File: src/rtl/lc3_mem_pkg.sv
// Shared types and constants for the LC-3b memory arbiter and its round-robin picker.
package lc3_mem_pkg;

  typedef enum logic [1:0] {
    IDLE = 2'b00,
    BUSY = 2'b01
  } state_t;

  localparam int NPORT = 3;

  localparam logic [1:0] PORT_FETCH = 2'd0;
  localparam logic [1:0] PORT_DATA  = 2'd1;
  localparam logic [1:0] PORT_DBG   = 2'd2;

  localparam int DEFAULT_AW = 16;
  localparam int DEFAULT_DW = 16;

  localparam logic [15:0] TIMEOUT_DATA = 16'hFFFF;

endpackage

File: src/rtl/lc3_rr_picker.sv
// Combinational round-robin picker: searches last_grant+1, +2, +3 (mod NPORT) for the first request.
module lc3_rr_picker
  import lc3_mem_pkg::*;
(
  input  logic [NPORT-1:0] req,
  input  logic [1:0]       last_grant,
  output logic [NPORT-1:0] winner,
  output logic [1:0]       winner_idx,
  output logic             valid
);

  int p;

  // Scan from farthest to nearest so the nearest requester is the last assignment standing.
  always_comb begin
    winner     = '0;
    winner_idx = PORT_FETCH;
    p          = 0;
    for (int k = NPORT; k >= 1; k--) begin
      p = (int'(last_grant) + k) % NPORT;
      if (req[p]) begin
        winner     = '0;
        winner[p]  = 1'b1;
        winner_idx = 2'(p);
      end
    end
  end

  assign valid = |req;

endmodule

File: src/rtl/lc3_mem_arbiter.sv
// Round-robin owner of the single LC-3b memory port shared by fetch, data and debug requesters.
// Optional wait-timeout with err pulse is enabled by defining LC3_MEM_ARB_TIMEOUT_EN.
module lc3_mem_arbiter
  import lc3_mem_pkg::*;
#(
  parameter int AW = DEFAULT_AW,
  parameter int DW = DEFAULT_DW
`ifdef LC3_MEM_ARB_TIMEOUT_EN
  , parameter int TIMEOUT = 255
`endif
) (
  input  logic                clock,
  input  logic                reset,
  input  logic [NPORT-1:0]    req,
  input  logic [NPORT-1:0]    req_rd,
  input  logic [NPORT*AW-1:0] req_addr,
  input  logic [NPORT*DW-1:0] req_wdata,
  output logic [NPORT-1:0]    gnt,
  output logic [NPORT-1:0]    done,
  output logic [DW-1:0]       rdata,
  output logic                mem_req,
  output logic [AW-1:0]       mem_addr,
  output logic [DW-1:0]       mem_din,
  output logic                mem_rd,
  input  logic [DW-1:0]       mem_dout,
  input  logic                mem_complete,
  output logic                err
);

  state_t           state_reg;
  logic [1:0]       last_grant_reg;
  logic [1:0]       owner_reg;
  logic [NPORT-1:0] pick_winner;
  logic [1:0]       pick_idx;
  logic             pick_valid;

`ifdef LC3_MEM_ARB_TIMEOUT_EN
  logic [7:0]       wait_cnt_reg;
`else
  assign err = 1'b0;
`endif

  lc3_rr_picker u_picker (
    .req        (req),
    .last_grant (last_grant_reg),
    .winner     (pick_winner),
    .winner_idx (pick_idx),
    .valid      (pick_valid)
  );

  always_ff @(posedge clock or negedge reset) begin
    if (!reset) begin
      state_reg      <= IDLE;
      last_grant_reg <= PORT_DBG;
      owner_reg      <= PORT_FETCH;
      gnt            <= '0;
      done           <= '0;
      mem_req        <= 1'b0;
      mem_rd         <= 1'b1;
      mem_addr       <= '0;
      mem_din        <= '0;
      rdata          <= '0;
`ifdef LC3_MEM_ARB_TIMEOUT_EN
      err            <= 1'b0;
      wait_cnt_reg   <= '0;
`endif
    end else begin
      done <= '0;
`ifdef LC3_MEM_ARB_TIMEOUT_EN
      err  <= 1'b0;
`endif
      case (state_reg)
        IDLE: begin
          if (pick_valid) begin
            mem_addr  <= req_addr[int'(pick_idx)*AW +: AW];
            mem_din   <= req_wdata[int'(pick_idx)*DW +: DW];
            mem_rd    <= req_rd[pick_idx];
            gnt       <= pick_winner;
            owner_reg <= pick_idx;
            mem_req   <= 1'b1;
            state_reg <= BUSY;
`ifdef LC3_MEM_ARB_TIMEOUT_EN
            wait_cnt_reg <= '0;
`endif
          end
        end
        BUSY: begin
          // Bus fields stay frozen here; only completion (or timeout) ends ownership.
          if (mem_complete) begin
            if (mem_rd) rdata <= mem_dout;
            done           <= gnt;
            gnt            <= '0;
            mem_req        <= 1'b0;
            last_grant_reg <= owner_reg;
            state_reg      <= IDLE;
          end
`ifdef LC3_MEM_ARB_TIMEOUT_EN
          else if (wait_cnt_reg == 8'(TIMEOUT)) begin
            rdata          <= DW'(TIMEOUT_DATA);
            err            <= 1'b1;
            done           <= gnt;
            gnt            <= '0;
            mem_req        <= 1'b0;
            last_grant_reg <= owner_reg;
            state_reg      <= IDLE;
          end else begin
            wait_cnt_reg <= wait_cnt_reg + 8'd1;
          end
`endif
        end
        default: begin
          gnt       <= '0;
          mem_req   <= 1'b0;
          state_reg <= IDLE;
        end
      endcase
    end
  end

endmodule

File: config.mk
export PLATFORM = sky130hd
export DESIGN_NAME = lc3_mem_arbiter
export DESIGN_NICKNAME = d
export VERILOG_FILES = /design/src/rtl/lc3_mem_pkg.sv /design/src/rtl/lc3_rr_picker.sv /design/src/rtl/lc3_mem_arbiter.sv
export SDC_FILE = /design/constraint.sdc
export NUM_CORES = 1
export LEC_CHECK = 0
export BUFFER_PORTS_ARGS = -buffer_cell sky130_fd_sc_hd__buf_4
export CAP_MARGIN = 20
export CORE_MARGIN = 2
export CORE_UTILIZATION = 43
export CTS_CLUSTER_DIAMETER = 60
export CTS_CLUSTER_SIZE = 8
export DETAILED_ROUTE_END_ITERATION = 12
export PLACE_DENSITY = 0.78
export SLEW_MARGIN = 10
export SYNTH_ARGS = -nofsm -noshare
export SYNTH_HDL_FRONTEND = slang
export SYNTH_SLANG_ARGS = --single-unit
File: constraint.sdc
create_clock -name clock -period 2.3 [get_ports clock]
set_clock_uncertainty 0.05 [all_clocks]
set_input_delay 0.46 -clock clock [delete_from_list [all_inputs] [get_ports clock]]
set_output_delay 0.46 -clock clock [all_outputs]
set_load 0.02 [all_outputs]
* After elaboration in Yosys (flattened, before gate mapping)
Index checks and enable logic that the tools add are counted.
** Word-level totals
- Register bits after elaboration :: 62
- Input port bits :: 121
- Output and inout port bits :: 57
- Word-level logic and storage cells :: 71
** Cells by class
- Add/sub/neg operators :: 3
- Div/mod/pow operators :: 3
- Magnitude comparators :: 7
- Eq/ne operators :: 3
- Shift-type cells :: 2
- Muxes and demuxes :: 34
- Reduce and logical (&&, ||, !) cells :: 9
** Operators with widths (count)
- 32-bit by 1-bit >= comparator with 1-bit output, second input constant :: 3
- 32-bit by 4-bit less-than comparator with 1-bit output, second input constant :: 3
- 32-bit by 3-bit modulo with 32-bit output, second input constant :: 3
- 48-bit by 7-bit variable part select with 16-bit output :: 2
- 3-bit two-way mux :: 7
- 1-bit two-way mux :: 12
- 2-bit two-way mux :: 5
- 1-bit binary-select mux with 2-bit select :: 4
- 2-bit by 2-bit adder with 3-bit output, second input constant :: 2
- 1-bit demux with 2-bit select :: 3
- 3-bit case mux with 2 select lines :: 1
- 2-bit AND reduction :: 3
- 2-bit != test, second input constant :: 2
- 2-bit case mux with 2 select lines :: 1
- 2-bit by 1-bit adder with 3-bit output, second input constant :: 1
- 1-bit logical AND :: 3
- 2-bit by 3-bit less-than comparator with 1-bit output, second input constant :: 1
- 3-bit AND reduction :: 1
- 3-bit OR reduction :: 1
- 2-bit by 1-bit == test with 1-bit output, second input constant :: 1
- 2-bit logical NOT :: 1
- 1-bit case mux with 2 select lines :: 1

* Depth between registers and ports, before layout
- Depth in word-level cells :: 11
- Gate-level depth with buffers :: 10
- Gate-level depth less buffers :: 7

* By module
From an unflattened synthesis, not the netlist that was laid out.
** Unflattened totals
- Cells, all modules :: 321
- Area, all modules :: 3479.6 sq um
** Modules (own cells, without submodules)
- lc3_mem_arbiter :: instances 1, cells an instance 286, area an instance 3218.1 sq um, sequential area each 1503.9 sq um
- lc3_rr_picker :: instances 1, cells an instance 35, area an instance 261.5 sq um, sequential area each 0.0 sq um

* Worst setup path after synthesis
OpenSTA, ideal clock, no wires.
- Path kind :: reg-to-reg
- Start :: reg last_grant_reg[1]
- End :: reg mem_addr[10]
- Arrival time :: 2016 ps
- Data required time :: 2122 ps
- Setup slack :: 105 ps
- Stages on the path, launching flop included :: 9
- Buffers on the path :: 3
- Path through :: dfstp_2 > ha_1 > buf_2 > o311a_1 > buf_2 > nand2_2 > clkbuf_1 > a2bb2oi_1 > nand3_1
** Between the ends
- Word-level cells in the longest chain between the ends :: 9
** Ends and longest elaborated chain
- start, declared :: line lc3_mem_arbiter.sv:31 : logic [1:0] last_grant_reg;
- start signal, assigned :: line lc3_mem_arbiter.sv:94 : last_grant_reg <= owner_reg;
- 2-bit by 2-bit adder with 3-bit output :: line lc3_rr_picker.sv:20 : p = (int'(last_grant) + k) % NPORT;
- 32-bit by 3-bit modulo with 32-bit output :: line lc3_rr_picker.sv:20
- 1-bit binary-select mux with 2-bit select :: line lc3_rr_picker.sv:21 : if (req[p]) begin
- 1-bit two-way mux (not written as such) (2 in a row) :: line lc3_rr_picker.sv:21
- 2-bit two-way mux (2 in a row) :: line lc3_rr_picker.sv:21
- 2-bit two-way mux * :: line lc3_rr_picker.sv:21
- 48-bit by 7-bit variable part select with 16-bit output * :: line lc3_mem_arbiter.sv:75 : mem_addr <= req_addr[int'(pick_idx)*AW +: AW];
- end signal, assigned :: line lc3_mem_arbiter.sv:75
- end, declared :: line lc3_mem_arbiter.sv:22 : output logic [AW-1:0] mem_addr,
Mark *: on every way between the ends. The rest lies on a longest branch, timed or not. The select of a mux whose other input is x is not followed.
A chain may end at the register's enable or synchronous reset.

* Final worst setup path
- Start :: reg last_grant_reg[1]
- End :: reg mem_din[0]
** Between the ends
- Word-level cells in the longest chain between the ends :: 9
** Ends and longest elaborated chain
- 2-bit by 2-bit adder with 3-bit output :: line lc3_rr_picker.sv:20
- 32-bit by 3-bit modulo with 32-bit output :: line lc3_rr_picker.sv:20
- 1-bit binary-select mux with 2-bit select :: line lc3_rr_picker.sv:21
- 1-bit two-way mux (not written as such) (2 in a row) :: line lc3_rr_picker.sv:21
- 2-bit two-way mux (2 in a row) :: line lc3_rr_picker.sv:21
- 2-bit two-way mux * :: line lc3_rr_picker.sv:21
- 48-bit by 7-bit variable part select with 16-bit output * :: line lc3_mem_arbiter.sv:76 : mem_din <= req_wdata[int'(pick_idx)*DW +: DW];
- end signal, assigned :: line lc3_mem_arbiter.sv:76
- end, declared :: line lc3_mem_arbiter.sv:23 : output logic [DW-1:0] mem_din,
Marks and branches as above.

==> reports/qor.csv <==
stage;metric;value;unit
layout;largest_registers;mem_addr x16, mem_din x16, rdata x16;
layout;layout-drive-gt1-share;54.9;%
timing;finalWorstSetupSlack;0.0710;ns
global_route;use_met1;32.0;%
die;num_rows;34;
layout;area_delta_synth_final;49.9;%
place;place_area;5310;µm²
clock_network;clk_latency;0.33;ns
die;die-area;9650;µm²
yosys;yosysUniqueCellTypes;40;
timing;hold_viol;0;
layout;antennaDiodeCount;0;
yosys;avgSynthCellArea;10.2;µm²
drt;avgViaCountPerCell;5.90;
drt;dr.pass1.iters;5;
drt;ant_nets;0;
timing;timing.hold.ws;0.150;ns
die;die_height;98.2;µm
global_route;busiest_layer;met2;
yosys;yosysMostFrequentCell;a2bb2oi_1;
place;post-place-ws;-0.0611;ns
yosys;syn_inst;376;
global_route;grt_max_degree;70;
yosys;ys_warn_count;0;
yosys;netlist_area;3820;µm²
timing;worst_pin_slew;0.765;ns
clock_network;cts_max_level;3;
run_status;status;finished, final reports clean;
power_and_ir_drop;switching_share;45.8;%
power_and_ir_drop;internal-power;5000;µW
timing;post-route-period-util;96.9;%
worst_setup_path;max_stage_delay;0.55;ns
yosys;yosysTopAreaCellShare;38.0;%
yosys;synth_edf_count;0;
timing;slew_violations;0;
yosys;yosysSeqAreaShare;39.4;%
place;place.gp.congestion;0.902;
layout;num-nets-final;672;
timing;setup_viol;0;
global_route;grtUsageMet2;40.9;%
global_route;grt_pass1_wl;19500;µm
power_and_ir_drop;p_per_area;1610;nW/µm²
global_route;overflow;0;
clock_network;cts-buffers-inserted;9;
global_route;grt.total_usage;24.7;%
worst_setup_path;critPathCaptureType;register;
die;die_w;98.2;µm
timing;max_freq;449;MHz
timing;relSlewSlack;49.0;%
die;io_pins;178;
yosys;synthFlopType;dfrtp_1;
global_route;antenna_found_initial;0;
worst_setup_path;required;2.51;ns
job;drv_cap;0;
die;core-area;8680;µm²
worst_setup_path;cpMostUsedCell;buf_4;
yosys;synth_area_leaders;dfrtp_1 38%, a2bb2oi_1 15%, o211ai_2 9.5%;
timing;min_period;2.23;ns
clock_network;cts.sink_count;60;
power_and_ir_drop;power.clock.fraction;11.3;%
clock_network;clkTransAtPathRegs;0.07;ns
drt;dr.first_iter.drc_count;177;
yosys;synth_seq_cells;60;
clock_network;cts_tree;built;
power_and_ir_drop;peakVddDrop;1080;µV
worst_setup_path;cp_num_buf_inv;3;
worst_setup_path;crit_family;flip-flops;
place;port_buffers;176;
global_route;grt_pass1_vias;3944;
drt;routedWlPerCell;18.2;µm
worst_setup_path;startpoint_type;register;
drt;wirelength;12000;µm
worst_setup_path;arrival;2.44;ns
place;placed_cells;641;
layout;final_cells;660;
yosys;yosys-top-cells-count;66 x a2bb2oi_1, 58 x dfrtp_1, 37 x nand2_1, 37 x nand3_1, 33 x nand4_1;
power_and_ir_drop;p_switching;4230;µW
power_and_ir_drop;seqPwrFrac;21.9;%
drt;vias;3891;
drt;route.detailed.drc;0;
power_and_ir_drop;combPwrFrac;66.8;%
worst_setup_path;crit_chain;buf_4, ha_4, and3b_2, buf_4, o311ai_4, buf_4, nand4_1, nand3_1;
worst_setup_path;path_max_fanout;14;
yosys;ys_async_sr_fraction;100;%
worst_setup_path;slowest_stage;dfstp_2;
timing;rsz0062_at_grt;true;
die;initial_core_util;44.0;%
power_and_ir_drop;leakage;0.00258;µW
layout;fin_area;5730;µm²
yosys;syn-num-nets;501;
clock_network;root_buffer;clkbuf_8;
place;hpwl;8400;µm
global_route;met3_usage;4.51;%
clock_network;cts_buffer_depth;2;
yosys;synth_top_area_cell;dfrtp_1;
worst_hold_path;hold_class;input port to asynchronous set/reset pin;
worst_setup_path;critPathKind;register to register;
-- metal layers --
metal / vias to the layer above / part of all wire [%]
met5: - / 0
li1: 1800 / -
met4: 0 / 2.3
met2: 189 / 49
met1: 1878 / 42
met3: 24 / 7.0
-- logic make-up after synthesis --
group           synth area share [%]
other cells                   0.0982
simple gates                    17.0
fa+ha+maj                       1.31
mux                             7.08
flops                           39.4
compound gates                  29.2
buf+inv                         5.93
-- area by class of cell --
type | instances | area (µm²)
clock buffer | 11 | 141
clock inverter | 5 | 75.1
fill | 690 | 2950
inverter | 5 | 18.8
multi-input combinational | 270 | 2280
sequential | 60 | 1500
tap | 108 | 135
timing repair buffer | 201 | 1570
-- repair_timing --
| action | CTS | global route |
|---|---|---|
| hold buffers | 0 | 0 |
| gates resized for setup | 6 | 26 |
| setup endpoints to repair | 30 | 32 |
| pin swaps | 0 | 1 |
| buffers inserted | 1 | 2 |
-- final timing paths --
check	start	endpoint	slack, ns	cells after the start
setup reg to reg	last_grant_reg[1]	mem_din[0]	0.07	8
hold reg to reg	rdata[1]	rdata[1]	0.46	1
hold / removal	reset	rdata[0]	0.15	1
min in group clock	mem_complete	mem_req	0.31	2
max in group asynchronous	reset	mem_addr[3]	1.55	1
setup / recovery	last_grant_reg[1]	mem_din[0]	0.07	8
-- cells in the final DEF, fill, tap and decap left out, types with 2 or more instances in the layout --
master,synthesis,routed
inv_1,5,5
nor2_1,4,2
o21ai_0,4,4
buf_6,4,2
a2bb2oi_2,0,20
clkbuf_8,0,10
dfstp_2,2,2
a2bb2oi_1,66,46
buf_12,0,4
or2_2,2,2
nand2b_1,3,3
nand4_1,33,33
mux2_2,18,18
bufinv_16,0,2
and3_1,3,3
dfrtp_1,58,58
a211oi_1,2,2
o211ai_2,29,29
nand3_1,37,37
nand2_1,37,37
nor2_4,0,2
buf_4,2,195
mux2i_1,3,2
o211ai_1,4,4
ha_1,4,2
clkinv_2,0,3
-- per-stage QoR --
| step | utilization [%] | total power (µW) | TNS (ns) |
|---|---|---|---|
| 3_5_place_dp | 61.2 | 7760 | -0.862 |
| 3_3_place_gp | 61.0 | 7580 | -2.82 |
| 5_1_grt | 66.0 | 9810 | -0.284 |
| 2_1_floorplan | - | 5770 | 0 |
| 4_1_cts | 64.0 | 8870 | 0 |
| 6_report | 66.0 | 9240 | 0 |
-- power groups by stage --
stage	Sequential [µW]	Combinational [µW]	Clock, µW
floorplan	2500	3280	0
global placement	1980	5600	0
detailed placement	2000	5760	0
CTS	1990	5820	1060
global route	2090	6600	1120
finish	2020	6170	1050
No activity file was read; power rests on OpenSTA's default activity.
